### src/rtl/fire_sequencer.sv
// Sequencer driving the evaluate/complement/reset fire pulses of the flag latches.
// Walks every variable index for a bounded number of rounds and reports the outcome.
module fire_sequencer #(
  parameter int VAR_W    = 8,
  parameter int ROUND_W  = 8,
  parameter int PULSE_W  = 2,
  parameter int WAIT_MAX = 255
) (
  input  logic               clk,
  input  logic               rst,
  input  logic               start,
  input  logic [VAR_W-1:0]   numVars,
  input  logic [ROUND_W-1:0] maxRounds,
  input  logic               evalDone,
  input  logic               satisfied,
  input  logic               flip,
  output logic               evaluateFire,
  output logic               complementFire,
  output logic               resetFire,
  output logic [VAR_W-1:0]   varIndex,
  output logic               busy,
  output logic               done,
  output logic               sat,
  output logic               timeout
);

  localparam int PCNT_W = (PULSE_W > 1) ? $clog2(PULSE_W) : 1;
  localparam int WCNT_W = $clog2(WAIT_MAX + 1);
  localparam logic [PCNT_W-1:0] PULSE_LAST = PCNT_W'(PULSE_W - 1);
  localparam logic [WCNT_W-1:0] WAIT_LAST  = WCNT_W'(WAIT_MAX);

  typedef enum logic [3:0] {
    IDLE, EVAL_FIRE, EVAL_GAP, EVAL_WAIT, COMP_FIRE,
    COMP_GAP, RESET_FIRE, RESET_GAP, NEXT, FINISH
  } state_t;

  state_t             state_reg, state_next;
  logic [PCNT_W-1:0]  pulse_cnt_reg, pulse_cnt_next;
  logic [WCNT_W-1:0]  wait_cnt_reg, wait_cnt_next;
  logic [VAR_W-1:0]   var_idx_reg, var_idx_next;
  logic [VAR_W-1:0]   num_vars_reg, num_vars_next;
  logic [ROUND_W-1:0] round_reg, round_next;
  logic [ROUND_W-1:0] max_rounds_reg, max_rounds_next;
  logic               sat_reg, sat_next;
  logic               timeout_reg, timeout_next;
  logic               pulse_last;
  logic [ROUND_W-1:0] round_inc;

  assign pulse_last = (pulse_cnt_reg == PULSE_LAST);
  assign round_inc  = round_reg + 1'b1;

  always_ff @(posedge clk) begin
    if (rst) begin
      state_reg      <= IDLE;
      pulse_cnt_reg  <= '0;
      wait_cnt_reg   <= '0;
      var_idx_reg    <= '0;
      num_vars_reg   <= '0;
      round_reg      <= '0;
      max_rounds_reg <= '0;
      sat_reg        <= 1'b0;
      timeout_reg    <= 1'b0;
    end else begin
      state_reg      <= state_next;
      pulse_cnt_reg  <= pulse_cnt_next;
      wait_cnt_reg   <= wait_cnt_next;
      var_idx_reg    <= var_idx_next;
      num_vars_reg   <= num_vars_next;
      round_reg      <= round_next;
      max_rounds_reg <= max_rounds_next;
      sat_reg        <= sat_next;
      timeout_reg    <= timeout_next;
    end
  end

  always_comb begin
    state_next      = state_reg;
    pulse_cnt_next  = pulse_cnt_reg;
    wait_cnt_next   = wait_cnt_reg;
    var_idx_next    = var_idx_reg;
    num_vars_next   = num_vars_reg;
    round_next      = round_reg;
    max_rounds_next = max_rounds_reg;
    sat_next        = sat_reg;
    timeout_next    = timeout_reg;

    case (state_reg)
      IDLE: begin
        if (start) begin
          num_vars_next   = numVars;
          max_rounds_next = maxRounds;
          sat_next        = 1'b0;
          timeout_next    = 1'b0;
          var_idx_next    = '0;
          round_next      = '0;
          pulse_cnt_next  = '0;
          state_next      = (numVars == '0) ? FINISH : EVAL_FIRE;
        end
      end
      EVAL_FIRE: begin
        pulse_cnt_next = pulse_last ? '0 : pulse_cnt_reg + 1'b1;
        if (pulse_last) state_next = EVAL_GAP;
      end
      EVAL_GAP: begin
        wait_cnt_next = WCNT_W'(1);
        state_next    = EVAL_WAIT;
      end
      EVAL_WAIT: begin
        // satisfied outranks flip; both only count alongside evalDone
        if (evalDone) begin
          if (satisfied) begin
            sat_next   = 1'b1;
            state_next = RESET_FIRE;
          end else if (flip) begin
            state_next = COMP_FIRE;
          end else begin
            state_next = RESET_FIRE;
          end
        end else if (wait_cnt_reg == WAIT_LAST) begin
          timeout_next = 1'b1;
          state_next   = RESET_FIRE;
        end else begin
          wait_cnt_next = wait_cnt_reg + 1'b1;
        end
      end
      COMP_FIRE: begin
        pulse_cnt_next = pulse_last ? '0 : pulse_cnt_reg + 1'b1;
        if (pulse_last) state_next = COMP_GAP;
      end
      COMP_GAP:   state_next = RESET_FIRE;
      RESET_FIRE: begin
        pulse_cnt_next = pulse_last ? '0 : pulse_cnt_reg + 1'b1;
        if (pulse_last) state_next = RESET_GAP;
      end
      RESET_GAP:  state_next = (sat_reg || timeout_reg) ? FINISH : NEXT;
      NEXT: begin
        state_next = EVAL_FIRE;
        if (var_idx_reg == num_vars_reg - 1'b1) begin
          var_idx_next = '0;
          // an unlimited run parks the round counter at its maximum
          if (max_rounds_reg == '0) begin
            round_next = (&round_reg) ? round_reg : round_inc;
          end else begin
            round_next = round_inc;
            if (round_inc == max_rounds_reg) state_next = FINISH;
          end
        end else begin
          var_idx_next = var_idx_reg + 1'b1;
        end
      end
      FINISH:  state_next = IDLE;
      default: state_next = IDLE;
    endcase
  end

  assign evaluateFire   = (state_reg == EVAL_FIRE);
  assign complementFire = (state_reg == COMP_FIRE);
  assign resetFire      = (state_reg == RESET_FIRE);
  assign busy           = (state_reg != IDLE);
  assign done           = (state_reg == FINISH);
  assign varIndex       = var_idx_reg;
  assign sat            = sat_reg;
  assign timeout        = timeout_reg;

endmodule

### config.mk
export PLATFORM = sky130hd
export DESIGN_NAME = fire_sequencer
export DESIGN_NICKNAME = d
export VERILOG_FILES = /design/src/rtl/fire_sequencer.sv
export SDC_FILE = /design/constraint.sdc
export NUM_CORES = 1
export LEC_CHECK = 0
export ABC_CLOCK_PERIOD_IN_PS = 5700
export CAP_MARGIN = 10
export CORE_ASPECT_RATIO = 0.5
export CORE_MARGIN = 3
export CORE_UTILIZATION = 25
export CTS_CLUSTER_SIZE = 30
export DETAILED_ROUTE_END_ITERATION = 16
export PLACE_DENSITY = 0.52
export SLEW_MARGIN = 20
export SYNTH_ARGS = -nofsm -noshare
export SYNTH_HDL_FRONTEND = slang
export SYNTH_SLANG_ARGS = --single-unit
### constraint.sdc
create_clock -name clk -period 5.7 [get_ports clk]
set_input_delay 0.57 -clock clk [delete_from_list [all_inputs] [get_ports clk]]
set_output_delay 0.57 -clock clk [all_outputs]
set_load 0.02 [all_outputs]
Word level (Yosys, flattened, before mapping)
Index checks and enable logic that the tools add are counted.
W data, S select, Z words.
{"block": "classes", "reduce_logical": 19, "mux": 33, "addsub": 5, "n_eq_ne": 24}
{"operator": "$mux W8", "count": 7}
{"operator": "$pmux W8 S2", "count": 3}
{"operator": "$mux W4", "count": 10}
{"operator": "$pmux W4 S9", "count": 1}
{"operator": "$add A8 B1 Y8 const B", "count": 3}
{"operator": "$eq A4 B3 Y1 const B", "count": 4}
{"operator": "$eq A8 B8 Y1", "count": 2}
{"operator": "$logic_not A8 Y1", "count": 2}
{"operator": "$ne A2 B2 Y1 const B", "count": 7}
{"operator": "$reduce_and A4 Y1", "count": 3}
{"operator": "$eq A4 B2 Y1 const B", "count": 2}
{"operator": "$eq A4 B4 Y1 const B", "count": 2}
{"operator": "$eq A8 B8 Y1 const B", "count": 1}
{"operator": "$reduce_and A8 Y1", "count": 1}
{"operator": "$reduce_bool A2 Y1", "count": 4}
{"operator": "$sub A8 B1 Y8 const B", "count": 1}
{"operator": "$mux W1", "count": 7}
{"operator": "$ne A2 B1 Y1 const B", "count": 3}
{"operator": "$ne A3 B3 Y1 const B", "count": 2}
{"operator": "$pmux W1 S2", "count": 3}
{"operator": "$reduce_and A2 Y1", "count": 3}
{"operator": "$reduce_and A5 Y1", "count": 1}
{"operator": "$eq A4 B1 Y1 const B", "count": 1}
{"operator": "$logic_not A4 Y1", "count": 1}
{"operator": "6 further kinds", "count": 7}
{"block": "word_totals", "output_inout_bits": 15, "reg_bits": 47, "inputBits": 22, "word_cells": 90}

Longest topological paths before layout
{"block": "logic_depth", "ltp_word": 6, "ltp_mapped": 11, "depth_no_buf": 8}

Worst setup path before layout
No wires, ideal clock.
{"block": "synth_path", "kind": "register to register", "startpoint": "register num_vars_reg[0]", "endpoint": "register round_reg[3]", "required_ns": 5.574, "synth_period_minus_slack_ns": 2.315, "arrival_time_ns": 2.190, "slack_ns": 3.385, "stages_incl_launch_ff": 11, "setup_ns": 0.126, "cell_sequence": "dfxtp_1 buf_2 inv_1 ha_1 buf_2 o21bai_1 a2111oi_2 a311oi_2 a2111o_1 o21ai_2 o21ai_0"}
{"block": "synth_via", "elab_chain_cells": 4}
{"item": "from (decl)", "line": "41", "source": "logic [VAR_W-1:0] num_vars_reg, num_vars_next;"}
{"item": "from (signal assigned)", "line": "68", "source": "num_vars_reg <= num_vars_next;"}
{"item": "$sub A8 B1 Y8", "line": "138", "source": "if (var_idx_reg == num_vars_reg - 1'b1) begin"}
{"item": "$eq A8 B8 Y1", "line": "138"}
{"item": "$ne A2 B2 Y1 (no source line)"}
{"item": "$reduce_and A4 Y1 (no source line)"}
{"item": "to (signal assigned)", "line": "69", "source": "round_reg <= round_next;"}
{"item": "to (decl)", "line": "42", "source": "logic [ROUND_W-1:0] round_reg, round_next;"}
No other way between the ends.
A chain may end at the register's enable or synchronous reset.

Worst setup path after layout
{"block": "layout_path", "startpoint": "register num_vars_reg[0]", "endpoint": "register var_idx_reg[6] (netlist: varIndex[6])"}
{"block": "layout_via", "elab_chain_cells": 4}
{"item": "$sub A8 B1 Y8", "line": "138"}
{"item": "$eq A8 B8 Y1", "line": "138"}
{"item": "$mux W8", "line": "138"}
{"item": "$pmux W8 S2", "line": "87", "source": "case (state_reg)"}
{"item": "to (signal assigned)", "line": "67", "source": "var_idx_reg <= var_idx_next;"}
{"item": "to (decl)", "line": "40", "source": "logic [VAR_W-1:0] var_idx_reg, var_idx_next;"}
No other way between the ends.

==> impl_metrics.csv <==
group,metric,value,unit
routing,vias_per_cell,4.85,
flow_run,maxCapViolCount,0,
cells_and_area,ff_latch_area,941,um2
outcome,status,"finished clean",
clock_network,numCtsBuffers,5,
routing,wl_per_cell,13.3,um
cells_and_area,final.fill_count,1129,
worst_setup_path,path_max_fanout,14,
worst_setup_path,critPathBufInv,1,
sta,skew,0.00618,ns
worst_hold_path,min_path_type,"reg -> reg",
sta,hold_viol,0,
global_routing,grt_pass1_vias,2361,
clock_network,clock_sinks,47,
cells_and_area,final_core_util,31.9,%
synth,synth_edf_count,0,
power_and_ir_drop,p_per_area,318,nW/um2
synth,async_flop_share,0,%
placed_design,portBuffers,36,
synth,synth_warnings,0,
synth,syn_area_per_cell,7.58,um2
synth,ys_ff_latch,47,
clock_network,cts_tree,"done",
clock_network,ctsResizeCount,0,
power_and_ir_drop,leakage,1.14,nW
sta,maxSlewViolCount,0,
worst_setup_path,slowest_delay,0.77,ns
global_routing,grt_max_degree,30,
floorplan,io_pins,37,
worst_setup_path,worstSetupStartpointType,"register",
sta,period_share,48.7,%
sta,finalSetupViolCount,0,
cells_and_area,multiInputGateArea,1690,um2
global_routing,antenna_found_initial,0,
worst_setup_path,critPathSlowestCell,"a2111oi_4",
floorplan,start_util,26.4,%
global_routing,grt_pass1_wl,12000,um
synth,synthFlopType,"dfxtp_1",
power_and_ir_drop,irDropWorstVdd,0.115,mV
floorplan,die_w,155,um
cells_and_area,finalNonFillerCells,527,
global_routing,grt_overflow,0,
routing,drc_errors,0,
floorplan,die_h,80.5,um
routing,drt_iter0_drc,108,
sta,max_freq,360,MHz
worst_setup_path,arrival,2.96,ns
worst_setup_path,setup.worst_path.class,"reg -> reg",
global_routing,grt.total_usage,11.6,%
cells_and_area,drive_above_1_share,5.17,%
synth,syn_inst,366,
worst_setup_path,endpoint_kind,"register",
sta,fin_setup_tns,0,ns
cells_and_area,antenna_cells,0,
routing,ant_nets,0,
floorplan,die-area,12500,um2
clock_network,cts_setup_buffers,0,
synth,ys_types,52,
cells_and_area,areaGrowthSynthToFinish,20.9,%
placed_design,dp.cells,519,
placed_design,globalplace.congestion,0.813,
synth,syn-num-nets,392,
synth,ys_seq_area_share,33.9,%
floorplan,num_rows,26,
clock_network,clk_latency,0.29,ns
worst_setup_path,crit_chain,"inv_1, ha_1, o21bai_1, a2111oi_2, a311oi_2, a2111oi_4, or3_4, o21ai_1",
power_and_ir_drop,total_power,1.07,mW
cells_and_area,fin_nets,412,
clock_network,htree_num_levels,2,
sta,fin_crit,2.78,ns
routing,vias,2555,
sta,rsz0062_at_grt,"false",
clock_network,cts_max_path_buffers,2,
synth,syn_area,2770,um2
worst_setup_path,critical_path_required,5.88,ns
sta,fin_hold_ws,0.474,ns
worst_setup_path,cp_top_family,"compound AO/OA/AOI/OAI gates",
clock_network,ctsHoldBuffers,0,
floorplan,core_area,10500,um2
sta,slew_headroom,39.8,%
routing,wirelength,7000,um
sta,worstMarginPinSlew,0.901,ns
clock_network,clkTransAtPathRegs,0.07,ns
placed_design,dp_hpwl,5130,um
routing,drtPass1Iterations,4,
clock_network,root_buffer,"clkbuf_16",
[logic make-up (layout without fill, tap and decap cells)]
kind of cell | count (synthesis) | after routing | synth area share (%)
flops | 47 | 47 | 33.9
xor+xnor | 29 | 29 | 9.16
buf+inv | 34 | 55 | 5.14
simple gates | 175 | 175 | 30.6
fa+ha+maj | 4 | 4 | 1.81
compound gates | 77 | 77 | 19.3
[metrics by stage]
step / area, um2 / worst slack, ns
floorplan: 2770 / 3.38
global placement: 3210 / 2.96
detailed placement: 3210 / 2.89
CTS: 3350 / 2.89
global route: 3350 / 2.70
finish: 3350 / 2.92
[path summary, 6_finish.rpt]
kind,start,end,slack (ns),cells past startpoint
hold reg to reg,num_vars_reg[7]$_SDFFE_PP0P_,num_vars_reg[7]$_SDFFE_PP0P_,0.47,2
setup reg to reg,num_vars_reg[0]$_SDFFE_PP0P_,varIndex[6]$_SDFFE_PP0P_,2.92,8
setup / recovery,num_vars_reg[0]$_SDFFE_PP0P_,varIndex[6]$_SDFFE_PP0P_,2.92,8
hold / removal,num_vars_reg[7]$_SDFFE_PP0P_,num_vars_reg[7]$_SDFFE_PP0P_,0.47,2
[worst min-delay path, delay by kind of cell (launching register included)]
| kind | cells | cell delay, ns |
|---|---|---|
| AOI/OAI and AO/OA | 1 | 0.05 |
| DFF | 1 | 0.32 |
| and+or+nand+nor | 1 | 0.06 |
[cell usage after synthesis (3+ instances only)]
master,n,area (um2)
nand2_1,56,210
dfxtp_1,47,941
nor2_1,38,143
a21oi_1,28,140
nand3_1,20,100
nor3_1,17,85.1
xor2_1,16,140
clkbuf_1,15,56.3
xnor2_1,13,114
inv_1,10,37.5
o21ai_0,9,45.0
o211ai_1,8,60.1
nand2b_1,7,43.8
nand4_1,7,43.8
nor4_1,7,43.8
and2_1,4,25.0
and3_1,4,25.0
buf_2,4,20.0
ha_1,4,50.1
o21ai_1,4,20.0
a211oi_1,3,22.5
nor3b_1,3,22.5
o21bai_1,3,22.5
[final cells by class]
cell class                 instances  area share, %
clock inverter                     2          0.373
multi-input combinational        285           50.4
sequential                        47           28.1
clock buffer                       6           3.84
timing repair buffer              37           11.0
tap                              140           5.23
inverter                          10           1.12
[layout by cell type, fill, tap and decap left out, drive strengths merged, types with 3 or more instances in the layout]
cell type and instances:
nand4 7, and3 4, clkbuf 6, xor2 16
a211oi 3, ha 4, inv 10, or3 3
xnor2 13, nor4 8, o21ai 14, clkdlybuf4s50 36
o21bai 3, nor2 38, and2 5, o211ai 8
a21oi 28, nor3b 3, nand2b 7, dfxtp 47
nand2 56, nand3 20, nor3 17
[power by group]
group          internal, mW  switching (mW)
logic                 0.153           0.207
clock network         0.162           0.124
registers             0.363          0.0579
total                 0.679           0.389
[layer usage]
metal | part of all wire, % | global-route usage (%)
met5 | 0 | 0
met4 | 0.30 | 2.64
met3 | 3.3 | 2.69
met2 | 43 | 18.1
met1 | 54 | 16.3
No activity file was read; power rests on OpenSTA's default activity.
